`src/rtl/lpif_asym_pkg.sv`:
```
// Shared helpers for the LPIF-over-AIB asymmetric TX framer: counter width
// sizing and the payload-to-channel bit map used by every channel inserter.
package lpif_asym_pkg;

   // Width of a counter that must hold 0..n-1; never narrower than one bit.
   function automatic int cnt_w(input int n);
      return (n <= 1) ? 1 : $clog2(n);
   endfunction

   // Channel bit position for payload bit idx. Payload fills the channel in
   // ascending order and steps over the strobe and marker locations.
   function automatic int payload_to_phy_bit(input int idx,
                                             input int stb_loc,
                                             input int mrk_loc);
      int lo;
      int hi;
      int pos;
      lo  = (stb_loc < mrk_loc) ? stb_loc : mrk_loc;
      hi  = (stb_loc < mrk_loc) ? mrk_loc : stb_loc;
      pos = idx;
      if (pos >= lo) pos = pos + 1;
      if (pos >= hi) pos = pos + 1;
      return pos;
   endfunction

endpackage

```
`src/rtl/lpif_asym_ch_insert.sv`:
```
// Per-channel merge of one beat of payload with the strobe and marker user
// bits. Purely combinational; the top level registers the assembled bus.
module lpif_asym_ch_insert
   import lpif_asym_pkg::*;
#(
   parameter  int CH_W    = 40,
   parameter  int STB_LOC = 1,
   parameter  int MRK_LOC = 39,
   localparam int PL_W    = CH_W - 2
) (
   input  logic [PL_W-1:0] pl,
   input  logic            stb,
   input  logic            mrk,
   output logic [CH_W-1:0] ch
);

   // Each payload bit lands on a fixed channel bit; the two user-bit
   // locations are left free for stb and mrk, so every bit has one driver.
   for (genvar i = 0; i < PL_W; i++) begin : g_map
      localparam int POS = payload_to_phy_bit(i, STB_LOC, MRK_LOC);
      assign ch[POS] = pl[i];
   end

   assign ch[STB_LOC] = stb;
   assign ch[MRK_LOC] = mrk;

endmodule

```
`src/rtl/lpif_txrx_asym_tx_framer.sv`:
```
// TX framer for the LPIF-over-AIB asymmetric datapath. Accepts one wide
// logic-link word per frame and serialises it over BEATS clocks across
// NUM_CH PHY channels, inserting strobe and word-marker user bits.
module lpif_txrx_asym_tx_framer
   import lpif_asym_pkg::*;
#(
   parameter  int NUM_CH     = 2,
   parameter  int CH_W       = 40,
   parameter  int BEATS      = 2,
   parameter  int STB_LOC    = 1,
   parameter  int MRK_LOC    = 39,
   parameter  int STB_PERIOD = 0,
   localparam int PL_W       = CH_W - 2,
   localparam int DATA_W     = NUM_CH * PL_W * BEATS
) (
   input  logic                     clk_wr,
   input  logic                     rst_wr_n,
   input  logic                     tx_online,
   input  logic [DATA_W-1:0]        tx_data,
   input  logic                     tx_valid,
   output logic                     tx_ready,
   output logic                     tx_frame_vld,
   output logic [NUM_CH*CH_W-1:0]   tx_phy
);

   localparam int SLICE_W = NUM_CH * PL_W;
   localparam int BEAT_W  = cnt_w(BEATS);
   localparam logic [BEAT_W-1:0] BEAT_LAST = BEAT_W'(BEATS - 1);

   // Parameter sanity: the user bits need distinct, in-range locations.
   if (STB_LOC == MRK_LOC) begin : g_chk_loc_eq
      $error("lpif_txrx_asym_tx_framer: STB_LOC and MRK_LOC must differ");
   end
   if (STB_LOC >= CH_W || MRK_LOC >= CH_W) begin : g_chk_loc_rng
      $error("lpif_txrx_asym_tx_framer: STB_LOC/MRK_LOC must be below CH_W");
   end
   if (BEATS < 1 || NUM_CH < 1) begin : g_chk_shape
      $error("lpif_txrx_asym_tx_framer: BEATS and NUM_CH must be at least 1");
   end

   logic [BEAT_W-1:0]        beat_cnt;
   logic                     beat_first;
   logic                     beat_last;
   logic                     accept;
   logic                     stb_now;
   logic                     frame_act;
   logic                     vld_now;
   logic [SLICE_W-1:0]       hold_slice;
   logic [SLICE_W-1:0]       beat_pl;
   logic [NUM_CH*CH_W-1:0]   phy_nxt;

   assign beat_first = (beat_cnt == '0);
   assign beat_last  = (beat_cnt == BEAT_LAST);

   // Ready only at a frame boundary while the link is up. Gating with the
   // reset input keeps ready low for the whole reset, even if online is high.
   assign tx_ready = rst_wr_n & tx_online & beat_first;
   assign accept   = tx_valid & tx_ready;

   // Free-running beat position: advances every online clock so the marker
   // cadence never depends on traffic; offline restarts it at beat 0.
   // NOTE: state is updated with non-blocking assignments so every register
   // samples pre-edge values and simulation matches the synthesized flops.
   always_ff @(posedge clk_wr or negedge rst_wr_n) begin
      if (!rst_wr_n) begin
         beat_cnt <= '0;
      end else if (!tx_online || beat_last) begin
         beat_cnt <= '0;
      end else begin
         beat_cnt <= beat_cnt + 1'b1;
      end
   end

   if (STB_PERIOD == 0) begin : g_stb_persist
      assign stb_now = 1'b1;
   end else begin : g_stb_periodic
      localparam int STB_W = cnt_w(STB_PERIOD);
      localparam logic [STB_W-1:0] STB_LAST = STB_W'(STB_PERIOD - 1);
      logic [STB_W-1:0] stb_cnt;

      // Strobe cadence counter; phase 0 on the first online clock so the
      // first emitted beat after link-up carries the strobe.
      always_ff @(posedge clk_wr or negedge rst_wr_n) begin
         if (!rst_wr_n) begin
            stb_cnt <= '0;
         end else if (!tx_online || stb_cnt == STB_LAST) begin
            stb_cnt <= '0;
         end else begin
            stb_cnt <= stb_cnt + 1'b1;
         end
      end

      assign stb_now = (stb_cnt == '0);
   end

   if (BEATS > 1) begin : g_hold
      localparam int HOLD_W = (BEATS - 1) * SLICE_W;
      logic [HOLD_W-1:0] hold_q;

      // Holds the not-yet-sent beats of the current word; shifts one beat
      // slice down per clock so the next beat is always in the low slice.
      // Idle frames and link drops load zeros, so idle payload is all zero.
      always_ff @(posedge clk_wr or negedge rst_wr_n) begin
         if (!rst_wr_n) begin
            hold_q <= '0;
         end else if (!tx_online) begin
            hold_q <= '0;
         end else if (beat_first) begin
            hold_q <= accept ? tx_data[DATA_W-1:SLICE_W] : '0;
         end else begin
            hold_q <= hold_q >> SLICE_W;
         end
      end

      assign hold_slice = hold_q[SLICE_W-1:0];
   end else begin : g_no_hold
      assign hold_slice = '0;
   end

   // Select this clock's payload slice and its frame-valid flag: beat 0 comes
   // straight from the input word, later beats from the hold register.
   // NOTE: every output of this block gets a default first so no path
   // leaves a value unassigned and no latch is inferred.
   always_comb begin
      beat_pl = hold_slice;
      vld_now = frame_act;
      if (beat_first) begin
         beat_pl = accept ? tx_data[SLICE_W-1:0] : '0;
         vld_now = accept;
      end
   end

   for (genvar c = 0; c < NUM_CH; c++) begin : g_ch
      lpif_asym_ch_insert #(
         .CH_W    (CH_W),
         .STB_LOC (STB_LOC),
         .MRK_LOC (MRK_LOC)
      ) u_ch_insert (
         .pl  (beat_pl[c*PL_W +: PL_W]),
         .stb (stb_now),
         .mrk (beat_last),
         .ch  (phy_nxt[c*CH_W +: CH_W])
      );
   end

   // Output register plus the per-frame valid flag. Dropping the link
   // abandons any partial frame; it is never resumed.
   always_ff @(posedge clk_wr or negedge rst_wr_n) begin
      if (!rst_wr_n) begin
         tx_phy       <= '0;
         tx_frame_vld <= 1'b0;
         frame_act    <= 1'b0;
      end else if (!tx_online) begin
         tx_phy       <= '0;
         tx_frame_vld <= 1'b0;
         frame_act    <= 1'b0;
      end else begin
         tx_phy       <= phy_nxt;
         tx_frame_vld <= vld_now;
         if (beat_first) frame_act <= accept;
      end
   end

endmodule

```
`config.mk`:
```
export PLATFORM = sky130hd
export DESIGN_NAME = lpif_txrx_asym_tx_framer
export DESIGN_NICKNAME = d
export VERILOG_FILES = /design/src/rtl/lpif_asym_pkg.sv /design/src/rtl/lpif_asym_ch_insert.sv /design/src/rtl/lpif_txrx_asym_tx_framer.sv
export SDC_FILE = /design/constraint.sdc
export NUM_CORES = 1
export LEC_CHECK = 0
export BUFFER_PORTS_ARGS = -buffer_cell sky130_fd_sc_hd__buf_4
export CAP_MARGIN = 20
export CORE_UTILIZATION = 30
export DETAILED_ROUTE_END_ITERATION = 10
export GPL_TIMING_DRIVEN = 0
export PLACE_DENSITY = 0.51
export SLEW_MARGIN = 20
export SYNTH_ARGS = -nofsm -noshare
export SYNTH_HDL_FRONTEND = slang
export SYNTH_SLANG_ARGS = --single-unit
```
`constraint.sdc`:
```
create_clock -name clk_wr -period 1.75 [get_ports clk_wr]
set_input_delay 0.35 -clock clk_wr [delete_from_list [all_inputs] [get_ports clk_wr]]
set_output_delay 0.35 -clock clk_wr [all_outputs]
set_load 0.05 [all_outputs]
```
# Word level (Yosys, flattened, before mapping)
# Cells that the tools add are included.
[classes]
n_addsub = 1
multipliers = 0
n_div = 0
magnitude_cmp = 0
eq_ne = 1
n_shift = 0
n_mux = 9
n_bitwise = 4
reduce_logical = 2
[ops]
columns = ["cell", "count"]
rows = [
  ["76-bit 2-to-1 mux", 5],
  ["80-bit 2-to-1 mux", 1],
  ["1-bit bitwise AND", 3],
  ["1-bit 2-to-1 mux", 3],
  ["2-bit inequality test, second input constant", 1],
  ["1-bit adder, second input constant", 1],
  ["1-bit logical NOT", 1],
  ["1-bit logical OR", 1],
  ["1-bit NOT", 1],
]
[word_totals]
ff_bits = 158
latch_bits = 0
mem_bits_rw = 0
mem_bits_ro = 0
input_bits = 156
out_inout_bits = 82
wordCells = 21
n_memories = 0

# Depth between registers and ports, before layout
# Gate-level depths: netlist (run 1).
[logic_depth]
word_depth = 6
ltp_mapped = 5
ltp_nobuf = 2

# By module
# A second synthesis (run 1) with hierarchy kept.
[unflattened]
cells_unflattened = 691
area_unflattened_um2 = 7021.7
[by_module_without_submodules]
columns = ["module", "n_inst", "cells_each", "area_per_inst_um2", "seq_area_each_um2"]
rows = [
  ["lpif_txrx_asym_tx_framer", 1, 611, 6421.2, 3953.8],
  ["lpif_asym_ch_insert", 2, 40, 300.3, 0.0],
]

# Least setup slack after synthesis (run 1)
# Ideal clock, no wire load.
[synth_path]
path_type = "input -> output"
from = "input port rst_wr_n"
to = "output port tx_ready"
arrival_ns = 1.245
required_ns = 1.400
setup_slack_ns = 0.155
path_stages = 4
path_buffers = 3
path_cell_list = "buf_2 -> buf_4 -> buf_2 -> and2_1"
[synth_between]
elab_chain_cells = 2
[synth_rtl]
columns = ["item", "line", "text"]
rows = [
  ["start, declared", "lpif_txrx_asym_tx_framer.sv:17", "input logic rst_wr_n,"],
  ["1-bit bitwise AND (2 in series)", "lpif_txrx_asym_tx_framer.sv:57", "assign tx_ready = rst_wr_n & tx_online & beat_first;"],
  ["end, declared", "lpif_txrx_asym_tx_framer.sv:21", "output logic tx_ready,"],
]
# No other way between the ends.

# Worst setup path after layout (run 1)
[layout_path]
from = "register beat_cnt"
to = "output port tx_ready"
[layout_between]
elab_chain_cells = 2
[layout_rtl]
columns = ["item", "line", "text"]
rows = [
  ["start, declared", "lpif_txrx_asym_tx_framer.sv:41", "logic [BEAT_W-1:0] beat_cnt;"],
  ["start signal, assigned", "lpif_txrx_asym_tx_framer.sv:70", "beat_cnt <= beat_cnt + 1'b1;"],
  ["1-bit NOT", "lpif_txrx_asym_tx_framer.sv:52", "assign beat_first = (beat_cnt == '0);"],
  ["1-bit bitwise AND", "lpif_txrx_asym_tx_framer.sv:57", ""],
]
# No other way between the ends.

==> impl_metrics.yaml, run 1 <==
drt:
  detail-route-antenna-nets: 0
  wl_per_cell_um: 17.6
  dr_total_vias: 4847
  vias_per_cell: 4.55
  drt_iter0_markers: 200
  first_pass_iters: 4
  drc: 0
  wl_um: 18700
clock_tree:
  clockBufferDepth: 2
  cts_tree: "built"
  cts_htree_levels: 4
  root_buffer: "clkbuf_16"
  path_clk_slew_ps: 60
  clock-sinks: 156
  cts_buffers: 17
  clk-insertion-delay-late_ps: 420
sta:
  timing.fmax_mhz: 582
  final-setup-viol-count: 0
  rsz0062_at_grt: "yes"
  tns_ps: 0
  final.min_clock_period_ps: 1720
  period_share_pct: 98.1
  clock_skew_ps: 5.81
  finalHoldViolations: 0
  slew_viol_final: 0
  tightest_slew_ps: 543
  relSlewSlack_pct: 63.8
yosys:
  synth-seq-cells: 156
  avgSynthCellArea_um2: 12.0
  syn-cell-area_mm2: 0.00623
  synthCells: 520
  postSynthNetCount: 676
  yosysWarningCount: 0
  ys_seq_area_share_pct: 62.7
  synth_cell_types: 14
grt:
  overflow: 0
  track_usage_pct: 18.3
  grt_pass1_vias: 5287
  grt_max_degree: 50
  antenna_found_initial: 0
  grt_pass1_wl_um: 29600
final_layout:
  drive_above_1_share_pct: 38.2
  layout_commonest_cell: "buf_4"
  syn_to_final_growth_pct: 48.0
  layout_common_cells: "buf_4 (240), dfrtp_1 (156), nand2_1 (77), a21boi_0 (77), and2_1 (77)"
  fill_cells: 1965
  fin_util_pct: 45.4
  layout.nets: 940
  insertedDiodeCount: 0
power:
  power.share.switching_pct: 23.8
  power.share.clock_pct: 44.9
  seqPwrFrac_pct: 42.6
  powerDensity_mw_per_mm2: 947
  peakVddDrop_uv: 624
  combPwrFrac_pct: 12.4
  p_leak_nw: 4.43
  p_switching_w: 0.00208
  p_int_w: 0.00665
place:
  portBuffers: 236
  dp_hpwl_um: 12900
  place.gp.congestion: 0.782
floorplan:
  core_mm2: 0.0203
  start_util_pct: 30.7
  die_area_mm2: 0.0213
  fp-row-count: 52
  die_h_um: 146
  num_io_pins: 238
  die_w_um: 146
critical_path:
  worstPathRequired_ps: 1400
  critPathKind: "reg -> out"
  crit_path_end_kind: "primary output"
  critPathLaunchType: "register"
  cp_max_fo: 2
  arrival_ps: 1370
job:
  drv_cap: 0
status:
  status: "complete, no violations"
min_path:
  min_path_type: "in -> async"
==> synth_stat cells <==
cell      instances  share of area [%]
buf_2            14                1.1
buf_4             5               0.60
clkbuf_1         25                1.5
dfrtp_1         156                 63
buf_6             5               0.90
and2_1           78                7.8
nand2_1          77                4.6
buf_1             1              0.060
clkbuf_2          3               0.24
a21boi_0         77                9.3
and4b_4           1               0.22
nor2b_1           1               0.10
nand4b_1         76                 11
nand3b_1          1               0.12
==> flip-flops by register name, indices dropped and copies added (netlist names) <==
signal         cells
tx_phy            78
beat_cnt           1
g_hold.hold_q     76
frame_act          1
==> cells by family after synthesis <==
| group | synth area share [%] |
|---|---|
| AND/OR/NAND/NOR | 23.6 |
| flip-flops | 62.7 |
| buffers and inverters | 4.44 |
| AO/OA/AOI/OAI | 9.28 |
==> area by class of cell <==
class	instances	area, um2	share of cell area, %
buffer	50	272	2.95
tap	270	338	3.66
multi-input combinational	311	2060	22.3
timing repair buffer	248	2020	22.0
clock inverter	10	166	1.81
sequential	156	3900	42.3
clock buffer	20	457	4.95
==> per-stage QoR <==
| stage | hold slack [ps] | total power (W) | worst slack, ps | cell area, um2 | instances |
|---|---|---|---|---|---|
| 6_report | 28.1 | 0.00873 | 32.4 | 9220 | 1065 |
| 5_1_grt | 13.7 | 0.00905 | -22.0 | 9220 | 1065 |
| 4_1_cts | 9.83 | 0.00885 | 8.07 | 9220 | 1065 |
| 3_5_place_dp | 310 | 0.00482 | -1040 | 8370 | 1027 |
| 3_3_place_gp | 503 | 0.00480 | -1800 | 8340 | 1026 |
| 2_1_floorplan | 54.4 | 0.00426 | 155 | 6230 | 520 |
==> path summary, 6_finish.rpt <==
check | startpoint | to | slack [ps] | cells after the start
worst max-delay path | beat_cnt | tx_ready | 30 | 4
worst min-delay path | rst_wr_n | tx_phy[43] | 30 | 2
worst max register to register | beat_cnt | tx_phy[67] | 240 | 5
worst min register to register | g_hold.hold_q[73] | tx_phy[76] | 510 | 2
max in group asynchronous | rst_wr_n | tx_phy[19] | 970 | 4
min in group clk_wr | tx_data[105] | g_hold.hold_q[29] | 140 | 2
==> critical path, stage by stage (launching register included) <==
cell and delay, ps:
dfrtp_1 410, buf_8 140, nor2b_4 120, and2_4 150, buf_8 140
==> power groups by stage <==
stage               Combinational [W]  Clock, W  Sequential (W)
floorplan                    0.000296         0         0.00396
finish                        0.00108   0.00392         0.00372
detailed placement            0.00103         0         0.00379
global placement              0.00101         0         0.00379
global route                  0.00117   0.00416         0.00373
CTS                           0.00110   0.00403         0.00372
==> repair_timing <==
action / 4_1_cts / 5_1_grt
hold buffers: 6 / 0
buffers inserted: 2 / 0
endpoints found under the hold margin: 58 / 0
gates resized for setup: 8 / 6
cloned: 3 / 0
endpoints found under the setup margin: 154 / 4
==> routing by layer <==
metal  wire length [um]  share of wire (%)  global-route usage (%)
met1               7930                 42                    23.0
met2               9400                 50                    30.3
met3               1060                5.7                    5.22
met4                306                1.6                    6.35
met5                  0                  0                       0
No activity file was read; power rests on OpenSTA's default activity.
==> run 2: changes to the inputs <==
- REMOVE_ABC_BUFFERS: unset -> 1
- TNS_END_PERCENT: unset -> 100
==> run 2 against run 1 <==
Against the previous run: the run now ends with negative hold slack left; sequential power hardly changed; via count is 4.0% lower; count of clock-buffer cells in the layout is 1 lower; power is 4.3% lower; worst setup slack better by 7.8 ps; final cell count is 4.7% lower; global-route usage is 2.0 points lower; design area is 3.7% lower; hold slack worse by 65 ps; critical path type unchanged; critical endpoint unchanged; largest cell class unchanged.
==> impl_metrics.yaml, run 2 (synthesized netlist as in run 1, its figures left out) <==
sta:
  period_share_pct: 97.7
  final-setup-viol-count: 0
  timing.fmax_mhz: 585
  whs_ps: -36.7
  final.min_clock_period_ps: 1710
  tightest_slew_ps: 697
  clock_skew_ps: 6.05
  rsz0062_at_grt: "yes"
  finalHoldViolations: 45
  slew_viol_final: 0
  relSlewSlack_pct: 53.6
critical_path:
  worstPathRequired_ps: 1400
  crit_path_end_kind: "primary output"
  reg2reg_depth: 3
  cp_max_fo: 4
  arrival_ps: 1360
  r2r_slack_ps: 80
  critPathKind: "reg -> out"
  critPathLaunchType: "register"
  critPathSlowestCell: "dfrtp_4"
  path_cells: "nor2b_2 > and2_4 > buf_8"
  max_stage_delay_ps: 510
status:
  violations: "negative hold slack"
  status: "finished, violations left"
power:
  power.share.switching_pct: 24.6
  p_switching_w: 0.00205
  combPwrFrac_pct: 12.1
  p_int_w: 0.00630
  powerDensity_mw_per_mm2: 941
  seqPwrFrac_pct: 44.5
  finalPower_w: 0.00835
  power.share.clock_pct: 43.4
  peakVddDrop_uv: 620
  p_leak_nw: 4.23
final_layout:
  layout_common_cells: "buf_4 (234), dfrtp_1 (155), nand2_1 (77), a21boi_0 (77), and2_1 (77)"
  drive_above_1_share_pct: 37.6
  syn_to_final_growth_pct: 42.5
  top_register: "tx_phy"
  layout_commonest_cell: "buf_4"
  seq_area_mm2: 0.00391
  multiInputGateArea_mm2: 0.00208
  design_area_mm2: 0.00887
  largest_register_ffs: 78
  fill_cells: 1981
  layout.nets: 891
  insertedDiodeCount: 0
  top_regs: "tx_phy x78, g_hold.hold_q x76"
drt:
  drt_iter0_markers: 187
  drc: 0
  detail-route-antenna-nets: 0
  wl_per_cell_um: 17.2
  first_pass_iters: 4
  dr_total_vias: 4653
  vias_per_cell: 4.58
  wl_um: 17500
clock_tree:
  clockBufferDepth: 2
  cts_buffers: 17
  cts_tree: "built"
  clk-insertion-delay-late_ps: 420
  cts_htree_levels: 4
  hold_buffers: 3
  root_buffer: "clkbuf_16"
  path_clk_slew_ps: 60
  clock-sinks: 156
place:
  portBuffers: 237
  dp_hpwl_um: 9320
  place_area_mm2: 0.00816
  place.gp.congestion: 0.717
floorplan:
  start_util_pct: 30.7
  die_area_mm2: 0.0213
  fp-row-count: 52
  num_io_pins: 238
  die_w_um: 146
  core_mm2: 0.0203
  die_h_um: 146
min_path:
  min_path_type: "in -> async"
grt:
  track_usage_pct: 16.3
  overflow: 0
  grt_max_degree: 117
  grt_pass1_wl_um: 26900
  grt_pass1_vias: 4803
  antenna_found_initial: 0
job:
  drv_cap: 0
run 2: cell types whose count changed in the layout (fill, tap and decap cells not counted), moves of 3 or more:
cell / before / now
clkbuf_1: 24 / 0
buf_2: 12 / 0
buf_4: 240 / 234
clkbuf_2: 5 / 0
buf_6: 5 / 1
bufbuf_16: 3 / 0
run 2: final timing paths:
kind | start | to
hold reg to reg | g_hold.hold_q[74] | tx_phy[77]
hold / removal | rst_wr_n | g_hold.hold_q[64]
min in group clk_wr | tx_data[123] | g_hold.hold_q[47]
max in group asynchronous | rst_wr_n | g_hold.hold_q[65]
setup / recovery | beat_cnt | tx_ready
setup reg to reg | beat_cnt | g_hold.hold_q[60]
run 2: cell type report:
type                    count  share of cell area, %
multi-input cells         313                   23.4
clock inverters            10                   1.31
repair buffers            247                   22.3
clock buffers              19                   5.10
well taps                 270                   3.81
flip-flops and latches    156                   44.0
run 2: what timing repair did:
action | in CTS | in global routing
pin swaps | 0 | 0
endpoints found under the hold margin | 2 | 45
resized for setup | 4 | 6
cloned | 1 | 1
buffers inserted | 2 | 2
setup endpoints to repair | 77 | 7
run 2: critical path: cells and delay by family, from the launching register on:
kind | cells | cell delay (ps)
buf+inv | 1 | 140
simple gates | 2 | 300
flops | 1 | 510
run 2: metrics by stage:
step / utilization [%] / instances / setup slack (ps) / setup TNS (ps)
after floorplan: - / 467 / -1220 / -148040
after global placement: 39.7 / 974 / -2730 / -542930
after detailed placement: 40.2 / 977 / -681 / -50610
after CTS: 43.5 / 1012 / -168 / -168
after global routing: 43.7 / 1015 / -19.7 / -103
final: 43.7 / 1015 / 40.2 / 0
run 2: layer usage:
metal	share of wire [%]	up-vias	track usage (%)	routed length, um
met3	7.8	18	5.69	1370
met5	0	-	0	0
li1	-	2194	-	-
met2	48	167	26.4	8360
met4	1.4	0	5.57	251
met1	43	2274	20.3	7500
run 2: power by group through the flow:
stage | combinational (W) | sequential (W) | clock (W)
CTS | 0.00100 | 0.00373 | 0.00375
global placement | 0.000880 | 0.00384 | 0
finish | 0.00101 | 0.00372 | 0.00362
floorplan | 0.000162 | 0.00400 | 0
global route | 0.00108 | 0.00373 | 0.00389
detailed placement | 0.000938 | 0.00382 | 0
==> run 3: changes to the inputs <==
- GPL_TIMING_DRIVEN: 0 -> unset
==> run 3 against run 2 <==
Against the previous run: the flow now finishes without violations; clock skew grew 2.2 ps; register-to-register slack better by 220 ps; maximum frequency rose by 3.0%; worst setup slack improved by 50 ps; critical endpoint unchanged.
==> impl_metrics.yaml, run 3 (synthesized netlist as in run 1, its figures left out) <==
clock_tree:
  path_clk_slew_ps: 60
  clockBufferDepth: 2
  clk-insertion-delay-late_ps: 410
  clock-sinks: 156
  cts_tree: "built"
  cts_buffers: 17
  root_buffer: "clkbuf_16"
  cts_htree_levels: 4
critical_path:
  critPathKind: "reg -> out"
  critPathLaunchType: "register"
  cp_max_fo: 2
  crit_path_end_kind: "primary output"
  arrival_ps: 1310
  r2r_slack_ps: 300
  worstPathRequired_ps: 1400
drt:
  drc: 0
  dr_total_vias: 4657
  vias_per_cell: 4.53
  detail-route-antenna-nets: 0
  wl_um: 16400
  drt_iter0_markers: 192
  wl_per_cell_um: 16.0
  first_pass_iters: 4
final_layout:
  layout.nets: 902
  top_register: "tx_phy"
  fin_util_pct: 44.1
  top_regs: "tx_phy x78, g_hold.hold_q x76"
  fin_cells: 1028
  largest_register_ffs: 78
  layout_common_cells: "buf_4 (249), dfrtp_1 (155), nand2_1 (77), a21boi_0 (77), and2_1 (77)"
  syn_to_final_growth_pct: 43.8
  layout_commonest_cell: "buf_4"
  drive_above_1_share_pct: 38.3
  insertedDiodeCount: 0
place:
  placedCellCount: 994
  place.gp.congestion: 0.715
  dp_slack_ps: 329
  dp_hpwl_um: 10800
  portBuffers: 237
floorplan:
  die_h_um: 146
  core_mm2: 0.0203
  die_w_um: 146
  num_io_pins: 238
  start_util_pct: 30.7
  fp-row-count: 52
  die_area_mm2: 0.0213
power:
  p_leak_nw: 4.30
  peakVddDrop_uv: 583
  powerDensity_mw_per_mm2: 950
grt:
  track_usage_pct: 16.0
  overflow: 0
  grt_max_degree: 72
  antenna_found_initial: 0
  grt_pass1_wl_um: 26500
  grt_pass1_vias: 4823
sta:
  timing.fmax_mhz: 603
  tightest_slew_ps: 561
  final.min_clock_period_ps: 1660
  finalHoldViolations: 0
  slew_viol_final: 0
  period_share_pct: 94.8
  rsz0062_at_grt: "no"
  final-setup-viol-count: 0
  relSlewSlack_pct: 62.6
  fin_ws_ps: 90.6
  whs_ps: 138
  clock_skew_ps: 8.28
job:
  drv_cap: 0
min_path:
  min_path_type: "in -> reg"
status:
  status: "complete, no violations"
==> run 3: final timing paths <==
path | start | endpoint | cells after the start
setup / recovery | beat_cnt | tx_ready | 3
hold / removal | tx_data[116] | g_hold.hold_q[40] | 2
setup reg to reg | beat_cnt | g_hold.hold_q[44] | 4
hold reg to reg | beat_cnt | beat_cnt | 1
max in group asynchronous | rst_wr_n | g_hold.hold_q[20] | 4
min in group asynchronous | rst_wr_n | g_hold.hold_q[12] | 2
==> run 3: critical path, stage by stage (launching register included) <==
cell	delay, ps
dfrtp_4	480
nor2b_2	120
and2_4	150
buf_6	150
==> run 3: stage by stage <==
step	setup TNS, ps	instance area (um2)	total power, W
finish	0	8960	0.00850
floorplan	-148040	5950	0.00417
global placement	0	8320	0.00478
CTS	0	8950	0.00865
global route	0	8960	0.00889
detailed placement	0	8320	0.00480
==> run 3: layer usage <==
metal  GRT usage (%)  part of all wire (%)  up-vias
li1                -                     -     2209
met1            20.4                    44     2279
met2            25.7                    48      154
met3            5.22                   7.0       15
met4            5.16                   1.3        0
met5               0                     0        -
==> run 3: cell type report <==
cell class | instances | area, um2
flip-flops and latches | 156 | 3910
multi-input cells | 311 | 2050
fillers | 1992 | 11300
repair buffers | 260 | 2060
well taps | 270 | 338
clock inverters | 9 | 135
clock buffers | 22 | 464
==> run 3: power by group <==
part	switching (W)	internal [W]	total, W
Sequential	0.0000268	0.00369	0.00372
Clock	0.00146	0.00232	0.00378
Combinational	0.000544	0.000457	0.00100
==> run 3: repair_timing <==
item,in CTS,in global routing
pin swaps,0,0
hold buffers,2,0
resized for setup,1,3
setup buffers,1,0
cloned,0,0
endpoints found under the hold margin,10,0
setup endpoints to repair,1,47
